$ cat src/rtl/seg7_pkg.sv
// seg7_pkg: shared constants, FSM state encoding and the hex-to-segment table
// for the 7-segment scan controller.
//   SEG_BLANK  all segments off (active low)
//   state_t    scan FSM state: ST_BLANK (anti-ghosting gap) / ST_SHOW
//   hex2seg()  4-bit nibble -> {g,f,e,d,c,b,a}, active low
package seg7_pkg;

  localparam logic [6:0] SEG_BLANK = 7'h7F;

  typedef enum logic {
    ST_BLANK = 1'b0,
    ST_SHOW  = 1'b1
  } state_t;

  function automatic logic [6:0] hex2seg(input logic [3:0] h);
    logic [6:0] s;
    case (h)
      4'h0: s = 7'b1000000;
      4'h1: s = 7'b1111001;
      4'h2: s = 7'b0100100;
      4'h3: s = 7'b0110000;
      4'h4: s = 7'b0011001;
      4'h5: s = 7'b0010010;
      4'h6: s = 7'b0000010;
      4'h7: s = 7'b1111000;
      4'h8: s = 7'b0000000;
      4'h9: s = 7'b0010000;
      4'hA: s = 7'b0001000;
      4'hB: s = 7'b0000011;
      4'hC: s = 7'b1000110;
      4'hD: s = 7'b0100001;
      4'hE: s = 7'b0000110;
      default: s = 7'b0001110;
    endcase
    return s;
  endfunction

endpackage

$ cat src/rtl/seg7_hex_decode.sv
// seg7_hex_decode: combinational hex nibble to active-low segment pattern.
//   i_nib  in   4  hex digit
//   o_seg  out  7  segments {g,f,e,d,c,b,a}, active low
module seg7_hex_decode
  import seg7_pkg::*;
(
  input  logic [3:0] i_nib,
  output logic [6:0] o_seg
);

  assign o_seg = hex2seg(i_nib);

endmodule

$ cat src/rtl/seg7_scan_ctrl.sv
// seg7_scan_ctrl: time-multiplexed scan controller for a common-anode
// multi-digit 7-segment display. A prescaler (used as a slot enable, not a
// divided clock) steps through digit slots; each slot starts with a blanking
// gap to avoid ghosting. New values arrive via valid/ready into a 1-deep
// pending register and are swapped into the displayed shadow only at frame
// boundaries so a frame never shows a mix of old and new digits.
//   clk_100M    in   1             system clock
//   rst         in   1             asynchronous active-high reset
//   disp_data   in   4*NUM_DIGITS  nibble i -> digit i (digit 0 rightmost)
//   disp_dp     in   NUM_DIGITS    decimal-point enables (1 = lit)
//   disp_valid  in   1             producer offers data
//   disp_ready  out  1             pending buffer empty
//   an          out  NUM_DIGITS    anode enables, active low
//   seg         out  7             segments {g,f,e,d,c,b,a}, active low
//   dp          out  1             decimal point, active low
//   frame_done  out  1             1-cycle pulse after each frame boundary
module seg7_scan_ctrl
  import seg7_pkg::*;
#(
  parameter int SLOT_CYCLES  = 200000,
  parameter int BLANK_CYCLES = 2000,
  parameter int NUM_DIGITS   = 8,
  parameter int LZ_SUPPRESS  = 1
)(
  input  logic                    clk_100M,
  input  logic                    rst,
  input  logic [4*NUM_DIGITS-1:0] disp_data,
  input  logic [NUM_DIGITS-1:0]   disp_dp,
  input  logic                    disp_valid,
  output logic                    disp_ready,
  output logic [NUM_DIGITS-1:0]   an,
  output logic [6:0]              seg,
  output logic                    dp,
  output logic                    frame_done
);

  localparam int CNT_W = (SLOT_CYCLES > 1) ? $clog2(SLOT_CYCLES) : 1;
  localparam int IDX_W = (NUM_DIGITS  > 1) ? $clog2(NUM_DIGITS)  : 1;
  localparam logic [CNT_W-1:0] CNT_LAST       = CNT_W'(SLOT_CYCLES - 1);
  localparam logic [CNT_W-1:0] CNT_BLANK_LAST = CNT_W'(BLANK_CYCLES - 1);
  localparam logic [IDX_W-1:0] IDX_LAST       = IDX_W'(NUM_DIGITS - 1);

  logic [CNT_W-1:0]                r_cnt;
  logic [IDX_W-1:0]                r_idx;
  state_t                          r_state;
  state_t                          w_state_nxt;
  logic [NUM_DIGITS-1:0][3:0]      r_shadow;
  logic [NUM_DIGITS-1:0]           r_shadow_dp;
  logic [NUM_DIGITS-1:0][3:0]      r_pend;
  logic [NUM_DIGITS-1:0]           r_pend_dp;
  logic                            r_pend_full;
  logic                            w_slot_end;
  logic                            w_frame_end;
  logic                            w_accept;
  logic [NUM_DIGITS-1:0]           w_lz;
  logic                            w_any_nz;
  logic [3:0]                      w_nib;
  logic [6:0]                      w_dec_seg;
  logic [NUM_DIGITS-1:0]           w_an_nxt;
  logic [6:0]                      w_seg_nxt;
  logic                            w_dp_nxt;
  logic [NUM_DIGITS-1:0]           r_an;
  logic [6:0]                      r_seg;
  logic                            r_dp;
  logic                            r_frame_done;

  assign w_slot_end  = (r_cnt == CNT_LAST);
  assign w_frame_end = w_slot_end && (r_idx == IDX_LAST);
  assign disp_ready  = ~r_pend_full;
  assign w_accept    = disp_valid && ~r_pend_full;

  // Prescaler: slot counter plus digit index
  always_ff @(posedge clk_100M or posedge rst) begin
    if (rst) begin
      r_cnt <= '0;
      r_idx <= '0;
    end else if (w_slot_end) begin
      r_cnt <= '0;
      r_idx <= (r_idx == IDX_LAST) ? '0 : r_idx + 1'b1;
    end else begin
      r_cnt <= r_cnt + 1'b1;
    end
  end

  // FSM: state register
  always_ff @(posedge clk_100M or posedge rst) begin
    if (rst) r_state <= ST_BLANK;
    else     r_state <= w_state_nxt;
  end

  // FSM: next state
  always_comb begin
    w_state_nxt = r_state;
    case (r_state)
      ST_BLANK: if (r_cnt == CNT_BLANK_LAST) w_state_nxt = ST_SHOW;
      ST_SHOW:  if (w_slot_end)              w_state_nxt = ST_BLANK;
    endcase
  end

  // Pending/shadow: accept only when empty, so capture and swap never coincide.
  // A capture on the boundary cycle lands in pending and waits a full frame.
  always_ff @(posedge clk_100M or posedge rst) begin
    if (rst) begin
      r_pend      <= '0;
      r_pend_dp   <= '0;
      r_pend_full <= 1'b0;
      r_shadow    <= '0;
      r_shadow_dp <= '0;
    end else if (w_accept) begin
      r_pend      <= disp_data;
      r_pend_dp   <= disp_dp;
      r_pend_full <= 1'b1;
    end else if (w_frame_end && r_pend_full) begin
      r_shadow    <= r_pend;
      r_shadow_dp <= r_pend_dp;
      r_pend_full <= 1'b0;
    end
  end

  // Leading-zero mask: digit i>0 blanked when it and every digit above it are 0
  always_comb begin
    w_lz     = '0;
    w_any_nz = 1'b0;
    for (int i = NUM_DIGITS - 1; i > 0; i--) begin
      w_any_nz = w_any_nz | (|r_shadow[i]);
      w_lz[i]  = (LZ_SUPPRESS != 0) && !w_any_nz;
    end
  end

  assign w_nib = r_shadow[r_idx];

  seg7_hex_decode u_dec (
    .i_nib (w_nib),
    .o_seg (w_dec_seg)
  );

  // FSM: outputs (registered below)
  always_comb begin
    w_an_nxt  = '1;
    w_seg_nxt = SEG_BLANK;
    w_dp_nxt  = 1'b1;
    if (r_state == ST_SHOW) begin
      w_an_nxt[r_idx] = 1'b0;
      w_seg_nxt       = w_lz[r_idx] ? SEG_BLANK : w_dec_seg;
      w_dp_nxt        = ~r_shadow_dp[r_idx];
    end
  end

  always_ff @(posedge clk_100M or posedge rst) begin
    if (rst) begin
      r_an         <= '1;
      r_seg        <= SEG_BLANK;
      r_dp         <= 1'b1;
      r_frame_done <= 1'b0;
    end else begin
      r_an         <= w_an_nxt;
      r_seg        <= w_seg_nxt;
      r_dp         <= w_dp_nxt;
      r_frame_done <= w_frame_end;
    end
  end

  assign an         = r_an;
  assign seg        = r_seg;
  assign dp         = r_dp;
  assign frame_done = r_frame_done;

endmodule

$ cat config.mk
export PLATFORM = sky130hd
export DESIGN_NAME = seg7_scan_ctrl
export DESIGN_NICKNAME = d
export VERILOG_FILES = /design/src/rtl/seg7_pkg.sv /design/src/rtl/seg7_hex_decode.sv /design/src/rtl/seg7_scan_ctrl.sv
export SDC_FILE = /design/constraint.sdc
export NUM_CORES = 1
export LEC_CHECK = 0
export CAP_MARGIN = 10
export CORE_MARGIN = 4
export CORE_UTILIZATION = 45
export CTS_CLUSTER_DIAMETER = 60
export DETAILED_ROUTE_END_ITERATION = 12
export PLACE_DENSITY = 0.71
export SLEW_MARGIN = 30
export SYNTH_ARGS = -nofsm -noshare
export SYNTH_HDL_FRONTEND = slang
export SYNTH_SLANG_ARGS = --single-unit
$ cat constraint.sdc
create_clock -name clk_100M -period 3.77 [get_ports clk_100M]
set_input_delay 0.754 -clock clk_100M [delete_from_list [all_inputs] [get_ports clk_100M]]
set_output_delay 0.754 -clock clk_100M [all_outputs]
set_load 0.01 [all_outputs]
==> reports/results.ini <==
[outcome]
outcome = complete, no violations

[clock_network]
ctsHtreeMaxLevel = 4
tritoncts_clock_tree = done
cts_root_buffer = sky130_fd_sc_hd__clkbuf_16
cts.sinks = 120
clkSlewWorstSetupHoldPaths_ns = 0.05
post_cts_hold_buffer_count = 0
cts_setup_buffers = 0
cts-buffers-inserted = 17
worst_skew_pair.late_latency_ns = 0.40
post_cts.resized_instances = 0
ctsLongestPathBuffers = 2

[setup_path]
critical-path-top-delay-family = multiplexers
worstRegToRegCells = 5
cp.required_ns = 4.09
setup.worst_path.end = seg[0]
critical-path-max-stage-delay_ns = 0.91
worstPathBufferInverterCount = 0
startpoint_type = register
timing.critical_path.cells = mux4_2 -> mux2i_1 -> nand2b_1 -> o22ai_1 -> o21ai_0
setup.worst_path.class = reg2reg
slack_of_the_worst_reg_to_reg_path_ns = 0.91
timing.rr.start = r_idx[2]
timing.critical_path.arrival_ns = 3.19
critPathMaxFanout = 20
rr_endpoint = seg[0]
worst_setup_path_end_kind = register
worst_path_max_delay_cell = sky130_fd_sc_hd__dfrtp_1
cp_num_cells = 5
crit_start = r_idx[2]

[detailed_routing]
detail_route.first_pass.iterations = 4
initialDrtViolationCount = 188
post_drt_wl_per_cell_um = 16.88
drc_violation_count_after_routing = 0
vias = 3239
detail-route-antenna-nets = 0
routed_via_density = 5.389
detail_route.wirelength_mm = 10.15

[power]
fin_total_pwr_uw = 3131
power_density_relative_to_cell_area_nw_per_um2 = 463.7
reported_leakage_power_uw = 0.003093
vdd_drop_max_v = 0.0002392

[logic_synthesis]
synth.largest_area_cell = sky130_fd_sc_hd__dfrtp_1
netlist_top_cells_count = sky130_fd_sc_hd__dfrtp_1, sky130_fd_sc_hd__mux2_2, sky130_fd_sc_hd__mux2_4
ys_seq_area_share_pct = 55.75
synth-edff-count = 0
synth_area_leaders = sky130_fd_sc_hd__dfrtp_1, sky130_fd_sc_hd__mux2_4, sky130_fd_sc_hd__mux2_2
area_fraction_of_the_dominant_cell_type_after_synthesis_pct = 47.99
synth_async_sr_flop_share_pct = 100.0
synth.most_common_cell = sky130_fd_sc_hd__dfrtp_1
synth_area_sq_um = 5423
number_of_nets_in_the_synthesized_netlist = 432
ys.flop_type = sky130_fd_sc_hd__dfrtp_1
synth_warnings = 0
post_synth.cell_area_avg_sq_um = 14.27
synthesis.instances = 380
synth.distinct_cells = 43
yosys_register_bits = 120

[finish]
drive_gt1_share_pct = 32.97
fraction_of_the_core_area_covered_by_cells_at_the_end_of_the_flow_pct = 58.13
fin_nets = 497
antenna_cells_inserted = 0
filler_cell_count = 914
fin_area_sq_um = 6751
synth_to_layout_area_growth_pct = 24.50

[floorplan]
io_pins = 61
fp-row-count = 39
die_area_sq_um = 13870
coreArea_sq_um = 11610
die_height_um = 117.8
initial_utilization_pct = 46.69
die_width_um = 117.8

[timing]
worst_clock_skew_ns = 0.004977
final-hold-violation-count = 0
max-slew-margin-rel_pct = 36.34
period_needed_ns = 2.865
max_slew.worst_pin.slew_ns = 0.9284
final_critical_path_share_of_the_clock_period_pct = 75.99
rsz0062_at_grt = false
timing.fmax_mhz = 349.0
sum_of_negative_setup_slack_ns = 0
slew_violations = 0
setup_violations = 0

[place]
post_dp_cell_area_sq_um = 6145
placement.io_buffers = 60
half_perimeter_wire_length_of_the_detailed_placement_result_mm = 6.806
gpl.final_weighted_congestion = 0.8187

[grt]
via_count_of_the_first_global_routing_pass = 3536
gr-usage-all-layers_pct = 15.99
maximum_number_of_pins_on_one_net_before_global_route_repair = 121
grt_antenna_before_repair = 0
global_route_wire_length_before_repair_mm = 17.83
gr-total-overflow = 0

[run]
max_cap_viol_count = 0

[min_path]
holdCritPathClass = reg2reg

==> cells by family (layout without fill, tap and decap cells) <==
kind of cell | count (synthesis) | in the layout | share of synthesized area [%]
AOI/OAI and AO/OA | 19 | 19 | 2.331
buffers and inverters | 25 | 103 | 2.469
and+or+nand+nor | 92 | 92 | 9.206
muxes | 103 | 103 | 26.23
adders and majority gates | 9 | 9 | 2.077
DFF | 120 | 120 | 55.75
xor gates and xnor gates | 12 | 12 | 1.938
==> per-stage QoR <==
step / std cells / hold slack [ns] / worst slack [ns]
final: 601 / 0.4471 / 0.9050
after detailed placement: 569 / 0.4469 / 0.9155
after global routing: 601 / 0.4747 / 0.6748
after global placement: 569 / 0.4520 / 0.9861
after floorplan: 380 / 0.4236 / 1.544
after CTS: 601 / 0.4536 / 0.8955
==> layout make-up <==
| type | instances | area, sq um | share of cell area [%] |
|---|---|---|---|
| tap | 143 | 178.9 | 2.650 |
| sequential | 120 | 3023 | 44.77 |
| clock inverter | 11 | 146.4 | 2.168 |
| inverter | 8 | 33.78 | 0.5004 |
| clock buffer | 21 | 460.4 | 6.820 |
| multi-input combinational | 235 | 2273 | 33.67 |
| timing repair buffer | 63 | 635.6 | 9.414 |
==> state kept, by name (all words and copies together), names as in the netlist <==
| register | cells |
|---|---|
| r_pend | 32 |
| r_cnt | 18 |
| r_shadow_dp | 8 |
| dp | 1 |
| r_pend_dp | 8 |
| an | 8 |
| r_state | 1 |
| r_idx | 3 |
| seg | 7 |
| frame_done | 1 |
| r_shadow | 32 |
| r_pend_full | 1 |
==> power breakdown <==
group / switching, uW / internal, uW / total (uW) / leakage [uW]
Sequential: 33.7 / 1350 / 1380 / 0.00152
Combinational: 43.8 / 81.9 / 126 / 0.00128
Clock: 551 / 1070 / 1630 / 0.000293
==> worst reg2reg max path, stage by stage (launching register included) <==
cell and delay (ns):
sky130_fd_sc_hd__dfrtp_1 0.91, sky130_fd_sc_hd__mux4_2 0.60, sky130_fd_sc_hd__mux2i_1 0.74, sky130_fd_sc_hd__nand2b_1 0.26, sky130_fd_sc_hd__o22ai_1 0.09, sky130_fd_sc_hd__o21ai_0 0.18
==> how the worst min path moves through the flow <==
stage	to	startpoint	depth (start not counted)	slack, ns
after global placement	r_cnt[0]	r_cnt[0]	1	0.45
after floorplan	r_cnt[0]	r_cnt[0]	1	0.42
after global routing	r_cnt[0]	r_cnt[0]	1	0.47
after detailed placement	r_cnt[0]	r_cnt[0]	1	0.45
after CTS	r_cnt[0]	r_cnt[0]	1	0.45
final	r_cnt[0]	r_cnt[0]	1	0.45
==> layout by cell type, fill, tap and decap left out, types with 2 or more instances in the layout <==
| master | Yosys | final |
|---|---|---|
| sky130_fd_sc_hd__a21oi_1 | 2 | 2 |
| sky130_fd_sc_hd__and2_1 | 4 | 4 |
| sky130_fd_sc_hd__and3_1 | 5 | 5 |
| sky130_fd_sc_hd__buf_4 | 2 | 2 |
| sky130_fd_sc_hd__bufinv_16 | 0 | 3 |
| sky130_fd_sc_hd__clkbuf_1 | 9 | 2 |
| sky130_fd_sc_hd__clkbuf_16 | 0 | 17 |
| sky130_fd_sc_hd__clkbuf_8 | 0 | 2 |
| sky130_fd_sc_hd__clkdlybuf4s50_1 | 0 | 60 |
| sky130_fd_sc_hd__clkinv_2 | 0 | 3 |
| sky130_fd_sc_hd__clkinv_4 | 0 | 2 |
| sky130_fd_sc_hd__clkinvlp_4 | 0 | 3 |
| sky130_fd_sc_hd__dfrtp_1 | 104 | 104 |
| sky130_fd_sc_hd__dfstp_2 | 16 | 16 |
| sky130_fd_sc_hd__ha_1 | 9 | 9 |
| sky130_fd_sc_hd__inv_1 | 8 | 7 |
| sky130_fd_sc_hd__mux2_2 | 47 | 47 |
| sky130_fd_sc_hd__mux2_4 | 39 | 39 |
| sky130_fd_sc_hd__mux2i_1 | 6 | 6 |
| sky130_fd_sc_hd__mux4_2 | 10 | 10 |
| sky130_fd_sc_hd__nand2_1 | 27 | 27 |
| sky130_fd_sc_hd__nand2b_1 | 3 | 3 |
| sky130_fd_sc_hd__nand3_1 | 12 | 12 |
| sky130_fd_sc_hd__nand4_1 | 4 | 4 |
| sky130_fd_sc_hd__nor2_1 | 10 | 10 |
| sky130_fd_sc_hd__nor2b_1 | 4 | 3 |
| sky130_fd_sc_hd__nor3_1 | 8 | 8 |
| sky130_fd_sc_hd__nor4_1 | 7 | 7 |
| sky130_fd_sc_hd__o211ai_1 | 2 | 2 |
| sky130_fd_sc_hd__o21ai_0 | 6 | 6 |
| sky130_fd_sc_hd__o221ai_1 | 3 | 3 |
| sky130_fd_sc_hd__xnor2_1 | 6 | 6 |
| sky130_fd_sc_hd__xor2_1 | 6 | 6 |
==> routing by layer <==
| metal | track usage, % | routed length, um |
|---|---|---|
| met5 | 0 | 0 |
| met4 | 5.641 | 150 |
| met3 | 5.622 | 545 |
| met2 | 24.79 | 4899 |
| met1 | 20.90 | 4551 |
Note: power is estimated with default switching activity, not from simulation.
